[config.mk]
export PLATFORM = sky130hd
export DESIGN_NAME = i2c_write_arbiter
export DESIGN_NICKNAME = d
export VERILOG_FILES = /design/src/rtl/i2c_ctrl_pkg.sv /design/src/rtl/i2c_write_arbiter_rr_arbiter.sv /design/src/rtl/i2c_write_arbiter.sv
export SDC_FILE = /design/constraint.sdc
export NUM_CORES = 1
export LEC_CHECK = 0
export ABC_AREA = 1
export CORE_UTILIZATION = 44
export DETAILED_ROUTE_END_ITERATION = 8
export GPL_ROUTABILITY_DRIVEN = 0
export PLACE_DENSITY = 0.83
export SLEW_MARGIN = 20
export SYNTH_ARGS = -nofsm -noshare
export SYNTH_HDL_FRONTEND = slang
export SYNTH_SLANG_ARGS = --single-unit
[constraint.sdc]
create_clock -name clk -period 3.7 [get_ports clk]
set_clock_uncertainty 0.05 [all_clocks]
set_input_delay 0.37 -clock clk [delete_from_list [all_inputs] [get_ports clk]]
set_output_delay 0.37 -clock clk [all_outputs]
set_load 0.05 [all_outputs]
[src/rtl/i2c_ctrl_pkg.sv]
// Shared constants for the I2C write arbiter: FSM state encoding and
// default timing parameters.
package i2c_ctrl_pkg;

  // FSM state encoding
  localparam logic [1:0] ST_IDLE    = 2'd0;
  localparam logic [1:0] ST_GRANT   = 2'd1;
  localparam logic [1:0] ST_BUSY    = 2'd2;
  localparam logic [1:0] ST_RELEASE = 2'd3;

  // Watchdog limit in clk cycles for a single transaction
  localparam int DEFAULT_TIMEOUT_CYCLES = 2000000;

  // Enable-low cycles spent in RELEASE between transactions
  localparam int DEFAULT_RELEASE_CYCLES = 2;

endpackage : i2c_ctrl_pkg

[src/rtl/i2c_write_arbiter_rr_arbiter.sv]
// Combinational round-robin picker: scans the request vector starting at
// ptr_i, wrapping past NUM_REQ-1 to 0, and returns the first requester both
// as a one-hot vector and as a binary index. All-zero request gives zero out.
module rr_arbiter #(
  parameter int NUM_REQ = 4,
  parameter int IDX_W   = $clog2(NUM_REQ)
) (
  input  logic [NUM_REQ-1:0] req_i,
  input  logic [IDX_W-1:0]   ptr_i,
  output logic [NUM_REQ-1:0] gnt_o,
  output logic [IDX_W-1:0]   idx_o
);

  // Rotating priority search, first hit at or above the pointer wins
  always_comb begin
    // NOTE: every variable gets a default before the loop so no path leaves
    // one unassigned, which would otherwise infer a latch.
    logic             found;
    int               kk;
    logic [IDX_W-1:0] k;
    gnt_o = '0;
    idx_o = '0;
    found = 1'b0;
    kk    = 0;
    k     = '0;
    for (int i = 0; i < NUM_REQ; i++) begin
      kk = int'(ptr_i) + i;
      if (kk >= NUM_REQ) kk = kk - NUM_REQ;
      k = IDX_W'(kk);
      if (!found && req_i[k]) begin
        found    = 1'b1;
        gnt_o[k] = 1'b1;
        idx_o    = k;
      end
    end
  end

endmodule : rr_arbiter

[src/rtl/i2c_write_arbiter.sv]
// Round-robin arbiter letting NUM_REQ requesters share one I2C write master.
// Flow: IDLE picks a winner, GRANT registers its fields, BUSY holds the
// master enabled until its done flag, RELEASE keeps the enable low for
// RELEASE_CYCLES before the next arbitration.
// Optional feature: define I2C_ARB_TIMEOUT_EN to add a BUSY watchdog that
// aborts a stalled transaction after TIMEOUT_CYCLES and pulses o_err.
module i2c_write_arbiter
  import i2c_ctrl_pkg::*;
#(
  parameter int NUM_REQ        = 4,
  parameter int TIMEOUT_CYCLES = DEFAULT_TIMEOUT_CYCLES,
  parameter int RELEASE_CYCLES = DEFAULT_RELEASE_CYCLES
) (
  input  logic                 clk,
  input  logic                 rst,
  input  logic [NUM_REQ-1:0]   i_req,
  input  logic [7*NUM_REQ-1:0] i_dev_addr,
  input  logic [8*NUM_REQ-1:0] i_data_addr,
  input  logic [8*NUM_REQ-1:0] i_wdata,
  output logic [NUM_REQ-1:0]   o_gnt,
  output logic [NUM_REQ-1:0]   o_done,
  output logic [NUM_REQ-1:0]   o_err,
  output logic                 o_i2c_en,
  output logic [6:0]           o_device_addr,
  output logic [7:0]           o_data_addr,
  output logic [7:0]           o_write_data,
  input  logic                 i_done_flag,
  output logic                 o_busy
);

  localparam int IDX_W = $clog2(NUM_REQ);
  localparam int REL_W = $clog2(RELEASE_CYCLES);

  // Reject out-of-range configurations at elaboration
  if (NUM_REQ < 2 || NUM_REQ > 8 || RELEASE_CYCLES < 2 || TIMEOUT_CYCLES < 1) begin : g_param_check
    $error("i2c_write_arbiter: parameter out of range");
  end

  logic [1:0]         state_q, state_d;
  logic [IDX_W-1:0]   ptr_q, ptr_d;
  logic [IDX_W-1:0]   win_idx_q, win_idx_d;
  logic [NUM_REQ-1:0] win_oh_q, win_oh_d;
  logic [NUM_REQ-1:0] gnt_q, gnt_d;
  logic [NUM_REQ-1:0] done_q, done_d;
  logic [6:0]         dev_q, dev_d;
  logic [7:0]         daddr_q, daddr_d;
  logic [7:0]         wdata_q, wdata_d;
  logic [REL_W-1:0]   rel_q, rel_d;

  logic [NUM_REQ-1:0] arb_oh;
  logic [IDX_W-1:0]   arb_idx;
  logic [6:0]         sel_dev;
  logic [7:0]         sel_daddr;
  logic [7:0]         sel_wdata;

`ifdef I2C_ARB_TIMEOUT_EN
  localparam int WD_W = $clog2(TIMEOUT_CYCLES + 1);
  logic [WD_W-1:0]    wd_q, wd_d;
  logic [NUM_REQ-1:0] err_q, err_d;
`endif

  rr_arbiter #(
    .NUM_REQ (NUM_REQ),
    .IDX_W   (IDX_W)
  ) u_rr_arbiter (
    .req_i (i_req),
    .ptr_i (ptr_q),
    .gnt_o (arb_oh),
    .idx_o (arb_idx)
  );

  // Pick the latched winner's transaction fields out of the flattened buses
  always_comb begin
    sel_dev   = '0;
    sel_daddr = '0;
    sel_wdata = '0;
    for (int k = 0; k < NUM_REQ; k++) begin
      if (win_idx_q == IDX_W'(k)) begin
        sel_dev   = i_dev_addr[7*k +: 7];
        sel_daddr = i_data_addr[8*k +: 8];
        sel_wdata = i_wdata[8*k +: 8];
      end
    end
  end

  // Next-state logic for the FSM, pointer, grant, fields and pulses
  always_comb begin
    state_d   = state_q;
    ptr_d     = ptr_q;
    win_idx_d = win_idx_q;
    win_oh_d  = win_oh_q;
    gnt_d     = gnt_q;
    dev_d     = dev_q;
    daddr_d   = daddr_q;
    wdata_d   = wdata_q;
    rel_d     = rel_q;
    done_d    = '0;
`ifdef I2C_ARB_TIMEOUT_EN
    wd_d      = wd_q;
    err_d     = '0;
`endif
    case (state_q)
      ST_IDLE: begin
        if (|i_req) begin
          win_idx_d = arb_idx;
          win_oh_d  = arb_oh;
          // Next search starts one above this winner, wrapping to 0
          ptr_d     = (arb_idx == IDX_W'(NUM_REQ - 1)) ? '0 : arb_idx + 1'b1;
          state_d   = ST_GRANT;
        end
      end
      ST_GRANT: begin
        gnt_d   = win_oh_q;
        dev_d   = sel_dev;
        daddr_d = sel_daddr;
        wdata_d = sel_wdata;
`ifdef I2C_ARB_TIMEOUT_EN
        wd_d    = '0;
`endif
        state_d = ST_BUSY;
      end
      ST_BUSY: begin
        if (i_done_flag) begin
          done_d  = gnt_q;
          gnt_d   = '0;
          rel_d   = '0;
          state_d = ST_RELEASE;
        end
`ifdef I2C_ARB_TIMEOUT_EN
        else if (wd_q == WD_W'(TIMEOUT_CYCLES - 1)) begin
          // Master stalled (e.g. missing ACK): abort with an error pulse
          err_d   = gnt_q;
          gnt_d   = '0;
          rel_d   = '0;
          state_d = ST_RELEASE;
        end else begin
          wd_d = wd_q + 1'b1;
        end
`endif
      end
      ST_RELEASE: begin
        if (rel_q == REL_W'(RELEASE_CYCLES - 1)) begin
          state_d = ST_IDLE;
        end else begin
          rel_d = rel_q + 1'b1;
        end
      end
      default: state_d = ST_IDLE;
    endcase
  end

  // State and output registers
  // NOTE: reset is asynchronous so the master enable and pulses drop the
  // moment rst rises, without waiting for a clock edge.
  always_ff @(posedge clk or posedge rst) begin
    if (rst) begin
      state_q   <= ST_IDLE;
      ptr_q     <= '0;
      win_idx_q <= '0;
      win_oh_q  <= '0;
      gnt_q     <= '0;
      done_q    <= '0;
      dev_q     <= '0;
      daddr_q   <= '0;
      wdata_q   <= '0;
      rel_q     <= '0;
`ifdef I2C_ARB_TIMEOUT_EN
      wd_q      <= '0;
      err_q     <= '0;
`endif
    end else begin
      // NOTE: non-blocking assignments so every register samples the same
      // pre-edge values regardless of statement order.
      state_q   <= state_d;
      ptr_q     <= ptr_d;
      win_idx_q <= win_idx_d;
      win_oh_q  <= win_oh_d;
      gnt_q     <= gnt_d;
      done_q    <= done_d;
      dev_q     <= dev_d;
      daddr_q   <= daddr_d;
      wdata_q   <= wdata_d;
      rel_q     <= rel_d;
`ifdef I2C_ARB_TIMEOUT_EN
      wd_q      <= wd_d;
      err_q     <= err_d;
`endif
    end
  end

  assign o_gnt         = gnt_q;
  assign o_done        = done_q;
  assign o_i2c_en      = (state_q == ST_BUSY);
  assign o_busy        = (state_q != ST_IDLE);
  assign o_device_addr = dev_q;
  assign o_data_addr   = daddr_q;
  assign o_write_data  = wdata_q;

`ifdef I2C_ARB_TIMEOUT_EN
  assign o_err = err_q;
`else
  assign o_err = '0;
`endif

endmodule : i2c_write_arbiter
Word level (Yosys, flattened, before mapping)
Cells that the tools add are included.

$add $sub $neg: 9. Order comparisons: 12. Equality and inequality tests: 10. Multiplexer cells: 55. Bitwise logic cells: 3. Reduce and logical (&&, ||, !) cells: 20.

Operators with widths (number): 2-to-1 mux 8 bit (8); 2-to-1 mux 4 bit (7); 2-to-1 mux 7 bit (4); 2-to-1 mux 2 bit (12); 2-to-1 mux 1 bit (13); < comparator 2 x 3 -> 1 bit, second input constant (4); OR 4 bit (3); == test 2 bit, second input constant (5); >= comparator 3 bit, second input constant (3); binary-select mux 1 bit (select 2 bit) (4); demux 1 bit (select 2 bit) (4); >= comparator 2 x 1 -> 1 bit, second input constant (4); case mux 2 bit (4 select lines) (1); case mux 4 bit (2 select lines) (1); subtractor 2 x 1 -> 2 bit, second input constant (4); logical AND 1 bit (7); adder 2 x 2 -> 3 bit, second input constant (2); AND reduction 2 bit (3); nonzero test 2 bit (3); == test 2 x 1 -> 1 bit, second input constant (2); logical NOT 2 bit (2); inequality test 2 bit, second input constant (2); OR reduction 4 bit (1); adder 2 x 1 -> 3 bit, second input constant (1); 7 further kinds (9).

Register bits: 42. Word-level logic and storage cells: 119.

Longest topological paths before layout
Gate-level depths: netlist of run 1.

Depth after elaboration: 16. Gate-level depth with buffers: 13.

Cells and area by module
A second synthesis of run 1 with hierarchy kept.

Cells, all modules: 423. Area total of the unflattened synthesis: 2864.0 um^2.

By module, submodules not included: i2c_write_arbiter (times used 1, cells an instance 350, area an instance 2424.8 um^2, seq. area each 1051.0 um^2); rr_arbiter (times used 1, cells an instance 73, area an instance 439.2 um^2, seq. area each 0.0 um^2).

Worst setup path before layout of run 1
Ideal clock, no wire load.

Kind: register to register. Start: reg (tool-made name). End: reg ptr_q[1]. Arrival time: 1.662 ns. Slack: 1.872 ns. Cell stages (with the launch flop): 14. Clock period less this slack: 1.828 ns. Path through: dfrtp_1 -> buf_6 -> inv_8 -> ha_1 -> inv_1 -> nand3_2 -> nand2_4 -> nor2_4 -> nand2_1 -> nand3_2 -> nand3_1 -> nand2_1 -> nand2_1 -> nand2_1.

RTL lines: to (signal assigned) (RTL line i2c_write_arbiter.sv:175) `ptr_q <= ptr_d;`; to (decl) (RTL line i2c_write_arbiter.sv:40) `logic [IDX_W-1:0] ptr_q, ptr_d;`.

Worst setup path after layout of run 1
Start: reg state_q[0]. End: out o_busy.

Cells in the longest elaborated chain, start to end: 1.

Ends and longest elaborated chain: from (decl) (RTL line i2c_write_arbiter.sv:39) `logic [1:0] state_q, state_d;`; from (signal assigned) (RTL line i2c_write_arbiter.sv:174) `state_q <= state_d;`; nonzero test 2 bit (RTL line i2c_write_arbiter.sv:194) `assign o_busy = (state_q != ST_IDLE);`; to (decl) (RTL line i2c_write_arbiter.sv:28) `output logic o_busy`.

Every way passes these cells.

==> results of run 1 <==
## cell usage in the layout, fill, tap and decap left out, drive strengths merged
| cell | instances |
|---|---|
| nor2 | 17 |
| o21ai | 33 |
| a31oi | 3 |
| conb | 4 |
| a22oi | 1 |
| clkinvlp | 2 |
| dfrtp | 42 |
| nand4 | 2 |
| o21a | 2 |
| clkbuf | 5 |
| o221ai | 1 |
| nor3 | 2 |
| a22o | 1 |
| a21oi | 4 |
| and2 | 2 |
| nand2 | 118 |
| bufinv | 2 |
| ha | 9 |
| inv | 29 |
| a221oi | 23 |
| buf | 2 |
| clkdlybuf4s50 | 131 |
| nand3 | 46 |
## how the worst max path moves through the flow
stage          slack (ns)                         end                startpoint
2_1_floorplan        1.87        ptr_q[1]$_DFFE_PP0P_                      flop
3_3_place_gp         1.49  o_data_addr[3]$_DFFE_PP0P_  win_idx_q[0]$_DFFE_PP0P_
3_5_place_dp         1.41  o_data_addr[2]$_DFFE_PP0P_  win_idx_q[0]$_DFFE_PP0P_
4_1_cts              1.38                      o_busy    state_q[0]$_DFFE_PP0P_
5_1_grt              1.21  o_data_addr[2]$_DFFE_PP0P_  win_idx_q[0]$_DFFE_PP0P_
6_report             1.38                      o_busy    state_q[0]$_DFFE_PP0P_
## state kept, by name (all words and copies together), names as in the netlist, named ones only
name / count
o_device_addr: 7
o_data_addr: 8
o_write_data: 8
state_q: 2
ptr_q: 1
rel_q: 1
o_done: 4
win_idx_q: 2
win_oh_q: 4
o_gnt: 4
## report_power, final
part	leakage [uW]	internal [uW]	switching, uW
registers	0.000525	663	185
clock network	0.0000504	201	173
logic	0.00133	891	1620
total	0.00191	1750	1980
## area by class of cell
type | instances | area [um^2]
multi-input cells | 268 | 1494
clock inverters | 3 | 45.04
flip-flops and latches | 42 | 1051
fillers | 488 | 1798
inverters | 30 | 148.9
repair buffers | 133 | 1326
well taps | 75 | 93.84
clock buffers | 5 | 68.82
## synthesized netlist by cell type (2+ instances only)
| library cell | number |
|---|---|
| nor2_2 | 2 |
| ha_1 | 9 |
| o21ai_0 | 31 |
| buf_4 | 4 |
| dfrtp_1 | 42 |
| a221oi_1 | 23 |
| inv_2 | 4 |
| nor2_4 | 2 |
| nand4_1 | 2 |
| nand3_1 | 39 |
| nand3_2 | 4 |
| o21a_1 | 2 |
| clkbuf_1 | 10 |
| o21ai_1 | 2 |
| buf_2 | 6 |
| and2_1 | 2 |
| nor2_1 | 13 |
| a21oi_1 | 4 |
| a31oi_1 | 3 |
| nand2_4 | 5 |
| inv_1 | 23 |
| nand2_2 | 5 |
| nand3_4 | 3 |
| nand2_1 | 107 |
## logic make-up (layout without fill, tap and decap cells)
family,count (synthesis),after routing
other cells,1,4
buf+inv,51,171
flops,42,42
compound gates,68,68
simple gates,187,187
fa+ha+maj,9,9
## metrics by stage
step,worst slack (ns),utilization [%]
CTS,1.377,70.16
global placement,1.493,68.27
detailed placement,1.409,68.27
floorplan,1.872,-
finish,1.376,70.16
global route,1.208,70.16
## per-layer routing
metal	track usage [%]	vias up	wire, um
met5	0	-	0
met4	8.246	0	245
met3	5.889	20	679
met2	48.75	114	4635
met1	29.85	1370	3476
li1	-	1450	-
## worst max-delay path, delay by kind of cell (launching register included)
| family | cells | cell delay [ns] |
|---|---|---|
| DFF | 1 | 0.40 |
| adders and majority gates | 1 | 0.24 |
| buffers and inverters | 3 | 0.97 |
==> parameters.txt, run 1 <==
Parameter                              Value

Yosys
  Fraction of synthesized area in multiplexers ... 0%
  Adder and majority cell fraction of the synthesized area ... 4.034%
  Fraction of the mapped netlist area in compound gates ... 15.96%
  Largest area contributor in the synthesized netlist ... dfrtp_1
  Cell variety after synth ... 35
  Post-synthesis cell area ... 2791 um^2
  Synthesis-stage register bit count ... 42
  Xor/xnor share of the synthesized area ... 0%
  Avg Inst Size Synth ... 7.797 um^2
  Top cells by area, synth ... dfrtp_1, nand2_1, a221oi_1
  Area share of the largest cell type after synthesis ... 37.65%
  YS warnings ... 0
  Simple logic cell fraction of the synthesized area ... 32.99%
  Async S/R FF share, synth ... 100.0%
  Post-synthesis sequential area ratio ... 37.65%
  Largest family of logic cells by synthesized area ... simple AND/OR/NAND/NOR gates
  Synthesized instance count ... 358
  EDFF count, synth ... 0
  Primary flip-flop cell chosen by synthesis mapping ... dfrtp_1

Routing
  Total Routed Length ... 9036 um
  Number of design-rule violations left by the first detailed-router iteration ... 182
  Pre-Repair DR Iteration Count ... 5
  Wire length per cell after detailed routing ... 16.25 um
  Post-detailed-route count of antenna-violating nets ... 0
  Vias ... 2954
  Detail-routed via count per cell ... 5.313
  Remaining routing DRC violations ... 0

Placement
  Placement-stage cell area ... 4114 um^2
  Hpwl dp ... 6885 um
  Placed Cells ... 548
  Buffers added on ports ... 131

Worst setup path
  Data required, critical path ... 3.28 ns
  R2R Path End ... o_data_addr[2]$_DFFE_PP0P_
  Critical R2R Launch ... win_idx_q[0]$_DFFE_PP0P_
  Cell with the largest stage delay on the worst path ... clkdlybuf4s50_1
  Arrival time worst endpoint ... 1.90 ns
  Critical path type ... flop to output port
  Maximum fanout encountered on the critical timing path ... 3
  Cell repeated most along the worst path ... inv_1
  R2R setup slack ... 1.40 ns
  Critical Path End Type ... output port
  Ordered list of cells on the worst path ... inv_1 -> ha_1 -> inv_1 -> clkdlybuf4s50_1
  Cell count of the worst reg-to-reg path ... 7
  Max stage delay on crit path ... 0.80 ns
  Startpoint type of the worst setup path ... flop

Clocking
  Buffers from clock root to sink, at most ... 2
  Maximum level of the CTS H-tree ... 2
  Root Driver ... clkbuf_8
  Inserted Clock Buffers ... 5
  CTS clock-pin slew for the worst setup and hold paths ... 0.09 ns
  Clock Sinks ... 42
  TritonCTS clock tree ... yes
  Worst-Skew Late Latency ... 0.29 ns
  Post-CTS setup-driven buffer insertion count ... 0
  Number of cells upsized or downsized after cts ... 0
  Hold-fix buffers, CTS ... 0

Worst hold path
  Hold Path Origin ... win_oh_q[0]$_DFFE_PP0P_
  Worst hold path class ... flop to flop
  Hold Crit Endpoint ... win_oh_q[0]$_DFFE_PP0P_
  Worst hold path cell count ... 2

GRT
  GR Util All Layers ... 26.35%
  First-pass GRT wire length ... 13260 um
  Global-route congestion overflow total ... 0
  Pin count of the biggest net entering global routing ... 48
  Antenna violations before repair ... 0
  Number of global-route vias before repair ... 2769

Floorplan
  Initial core utilization ... 46.32%
  Vertical die dimension ... 81.65 um
  Die X ... 81.65 um
  Area of the placeable core ... 6026 um^2
  Top-level I/O count ... 136
  Row cnt ... 28
  DIE AREA ... 6667 um^2

Power and ir drop
  Leakage ... 0.001907 uW
  Pwr Total ... 3733 uW
  Pwr Density ... 883.0 nW/um^2
  Maximum vdd drop ... 0.5681 mV

Status
  Result of the run ... finished, final reports clean

STA
  Maximum frequency from static timing analysis ... 430.3 MHz
  Unrepaired setup endpoints after global routing ... false
  Final worst path period share ... 62.81%
  Final number of max-transition violations ... 0
  WHS ... 0.4384 ns
  Setup-failing EPs final ... 0
  Final total negative setup slack ... 0 ns
  Shortest period the worst path allows ... 2.324 ns
  Actual transition at the worst max-transition pin ... 0.8720 ns
  Hold Vio Cnt, Final ... 0
  Max transition margin ... 41.87%

Finish
  Final instance area ... 4228 um^2
  Non-filler instance count after layout ... 556
  Fraction of layout instances using a drive strength above 1 ... 8.316%
  Number of nets in the layout ... 588
  Synthesis-to-finish area growth ... 51.46%
  Ant diodes ... 0

Job
  Max-capacitance violation count ... 0
Note: power is estimated with default switching activity, not from simulation.
==> run 2: changes to the inputs <==
- CORE_UTILIZATION: 44 -> 37
- PLACE_DENSITY: 0.83 -> 0.74
- clock period: 3.7 -> 2.03 ns (I/O delays scaled with it)
==> run 2 against run 1 <==
Net effect: final cell count is 5.4% higher; clock power increased by 120%; power grew 89%; register-to-register slack worse by 1.2 ns; sequential share of layout area is 0.53 points lower; sequential cell count did not move; via count rose by 0.44%; design area rose by 2.3%.
==> parameters.txt, run 2 (synthesized netlist as in run 1, its figures left out) <==
Parameter                              Value

Status
  Result of the run ... finished, final reports clean

Worst setup path
  Cell count of the worst reg-to-reg path ... 7 (unchanged)
  R2R setup slack ... 0.16 ns (-1.24 ns)
  Critical Path End Type ... flop
  R2R Path End ... o_device_addr[6]$_DFFE_PP0P_
  Data required, critical path ... 2.18 ns (-1.10 ns)
  Startpoint type of the worst setup path ... flop
  Launch point of the worst path ... win_idx_q[0]$_DFFE_PP0P_
  Maximum fanout encountered on the critical timing path ... 23 (+20)
  Arrival time worst endpoint ... 2.01 ns (+0.11 ns)
  End point of the critical path ... o_device_addr[6]$_DFFE_PP0P_
  Critical path type ... flop to flop
  Critical R2R Launch ... win_idx_q[0]$_DFFE_PP0P_

GRT
  GR Util All Layers ... 23.20% (-3.2 points)
  Pin count of the biggest net entering global routing ... 47 (-2.1%)
  Number of global-route vias before repair ... 2790 (+0.76%)
  Global-route congestion overflow total ... 0 (unchanged)
  Antenna violations before repair ... 0 (unchanged)
  First-pass GRT wire length ... 13870 um (+4.6%)

Routing
  Vias ... 2967 (+0.44%)
  Wire length per cell after detailed routing ... 15.81 um (-2.7%)
  Number of design-rule violations left by the first detailed-router iteration ... 260 (+43%)
  Detail-routed via count per cell ... 5.063 (-4.7%)
  Post-detailed-route count of antenna-violating nets ... 0 (unchanged)
  Remaining routing DRC violations ... 0 (unchanged)
  Pre-Repair DR Iteration Count ... 5 (unchanged)
  Total Routed Length ... 9267 um (+2.6%)

Finish
  Commonest non-fill, non-tap cell in the layout ... clkdlybuf4s50_1
  Number of nets in the layout ... 594 (+1.0%)
  End-of-flow core utilization ... 59.32% (-11 points)
  Ant diodes ... 0 (unchanged)
  Synthesis-to-finish area growth ... 54.95%
  Most frequent cells in the layout ... clkdlybuf4s50_1, nand2_1, dfrtp_1
  Fraction of layout instances using a drive strength above 1 ... 10.27% (+2.0 points)

Clocking
  Hold-fix buffers, CTS ... 0 (unchanged)
  CTS clock-pin slew for the worst setup and hold paths ... 0.09 ns (about the same)
  Clock Sinks ... 42 (unchanged)
  Worst-Skew Late Latency ... 0.29 ns (about the same)
  Post-CTS setup-driven buffer insertion count ... 0 (unchanged)
  Root Driver ... clkbuf_8
  Number of cells upsized or downsized after cts ... 0 (unchanged)
  Maximum level of the CTS H-tree ... 2 (unchanged)
  Buffers from clock root to sink, at most ... 2 (unchanged)
  TritonCTS clock tree ... yes
  Inserted Clock Buffers ... 5 (unchanged)

Worst hold path
  Worst hold path class ... primary input to async pin

Floorplan
  Area of the placeable core ... 7292 um^2 (+21%)
  Top-level I/O count ... 136 (unchanged)
  Vertical die dimension ... 88.86 um (+8.8%)
  Die X ... 88.86 um (+8.8%)
  Row cnt ... 31 (+11%)
  DIE AREA ... 7896 um^2 (+18%)
  Initial core utilization ... 38.28% (-8.0 points)

Placement
  Setup slack after placement ... 0.1204 ns (-1.288 ns)
  Buffers added on ports ... 131 (unchanged)
  Hpwl dp ... 7125 um (+3.5%)

Job
  Max-capacitance violation count ... 0 (unchanged)

Power and ir drop
  Power dissipated by switching net loads ... 3633 uW (+84%)
  Portion of total power attributed to combinational logic ... 67.9% (+0.7 points)
  Sw Share ... 51.60% (-1.4 points)
  Clock Power Share ... 11.5% (+1.5 points)
  Maximum vdd drop ... 0.8765 mV (+54%)
  Internal Power ... 3407 uW (+94%)
  Pwr Density ... 1628 nW/um^2 (+84%)
  Leakage ... 0.001954 uW (+2.4%)
  Relative contribution of sequential cells to total power ... 20.7% (-2.0 points)

STA
  Final total negative setup slack ... 0 ns (unchanged)
  Final number of max-transition violations ... 0 (unchanged)
  Max transition margin ... 49.04% (+7.2 points)
  Maximum frequency from static timing analysis ... 535.6 MHz
  Hold Vio Cnt, Final ... 0 (unchanged)
  Unrepaired setup endpoints after global routing ... false
  Shortest period the worst path allows ... 1.867 ns
  Setup-failing EPs final ... 0 (unchanged)
  Minimum setup slack in the final design ... 0.1628 ns (-1.213 ns)
  Actual transition at the worst max-transition pin ... 0.7635 ns (-0.1085 ns)
  Final worst path period share ... 91.98%
-- run 2: cell types whose count changed in the layout (fill, tap and decap cells not counted), sizes merged --
cell and delta:
buf +8, bufinv +1, clkdlybuf4s50 -2, clkinv +1, clkinvlp -2
-- run 2: worst min path at each step --
stage,from,endpoint,cells after the start
3_3_place_gp,o_write_data[2]$_DFFE_PP0P_,o_write_data[2]$_DFFE_PP0P_,2
5_1_grt,rst,o_data_addr[6]$_DFFE_PP0P_,3
6_report,rst,o_done[2]$_DFF_PP0_,3
2_1_floorplan,i_dev_addr[22],o_device_addr[1]$_DFFE_PP0P_,2
4_1_cts,rst,o_data_addr[2]$_DFFE_PP0P_,3
3_5_place_dp,o_write_data[1]$_DFFE_PP0P_,o_write_data[1]$_DFFE_PP0P_,2
-- run 2: area by class of cell --
class	count	area, um^2
Tap cell	99	123.9
Timing Repair Buffer	139	1366
Fill cell	674	2967
Clock buffer	5	68.82
Inverter	30	148.9
Multi-Input combinational cell	268	1496
Sequential cell	42	1052
Clock inverter	3	68.82
-- run 2: routing by layer --
layer / track usage, % / vias to the layer above / share of wire (%)
li1: - / 1452 / -
met1: 28.22 / 1370 / 40
met2: 38.25 / 128 / 47
met3: 7.090 / 17 / 9.9
met4: 9.531 / 0 / 2.8
met5: 0 / - / 0
-- run 2: worst max-delay path: stages, from the launching register on --
cell and delay, ns:
dfrtp_1 0.50, inv_1 0.11, nand2_1 0.05, inv_1 0.55
nand2_1 0.11, nand2_1 0.09, a221oi_1 0.05, o21ai_0 0.24
-- run 2: metrics by stage --
step                instances  hold WS, ns  total power, uW  area (um^2)
finish                    586       0.3013             7040         4325
global route              586       0.3549             7553         4325
CTS                       586       0.3141             7057         4322
detailed placement        578       0.4240             6231         4184
global placement          578       0.4164             6136         4184
floorplan                 361       0.3546             4857         2803
-- run 2: power groups by stage --
stage          Sequential [uW]  Clock [uW]  Combinational, uW
2_1_floorplan             2280           0               2580
3_3_place_gp              1450           0               4690
3_5_place_dp              1470           0               4760
4_1_cts                   1450         823               4780
5_1_grt                   1500         861               5190
6_report                  1450         807               4780
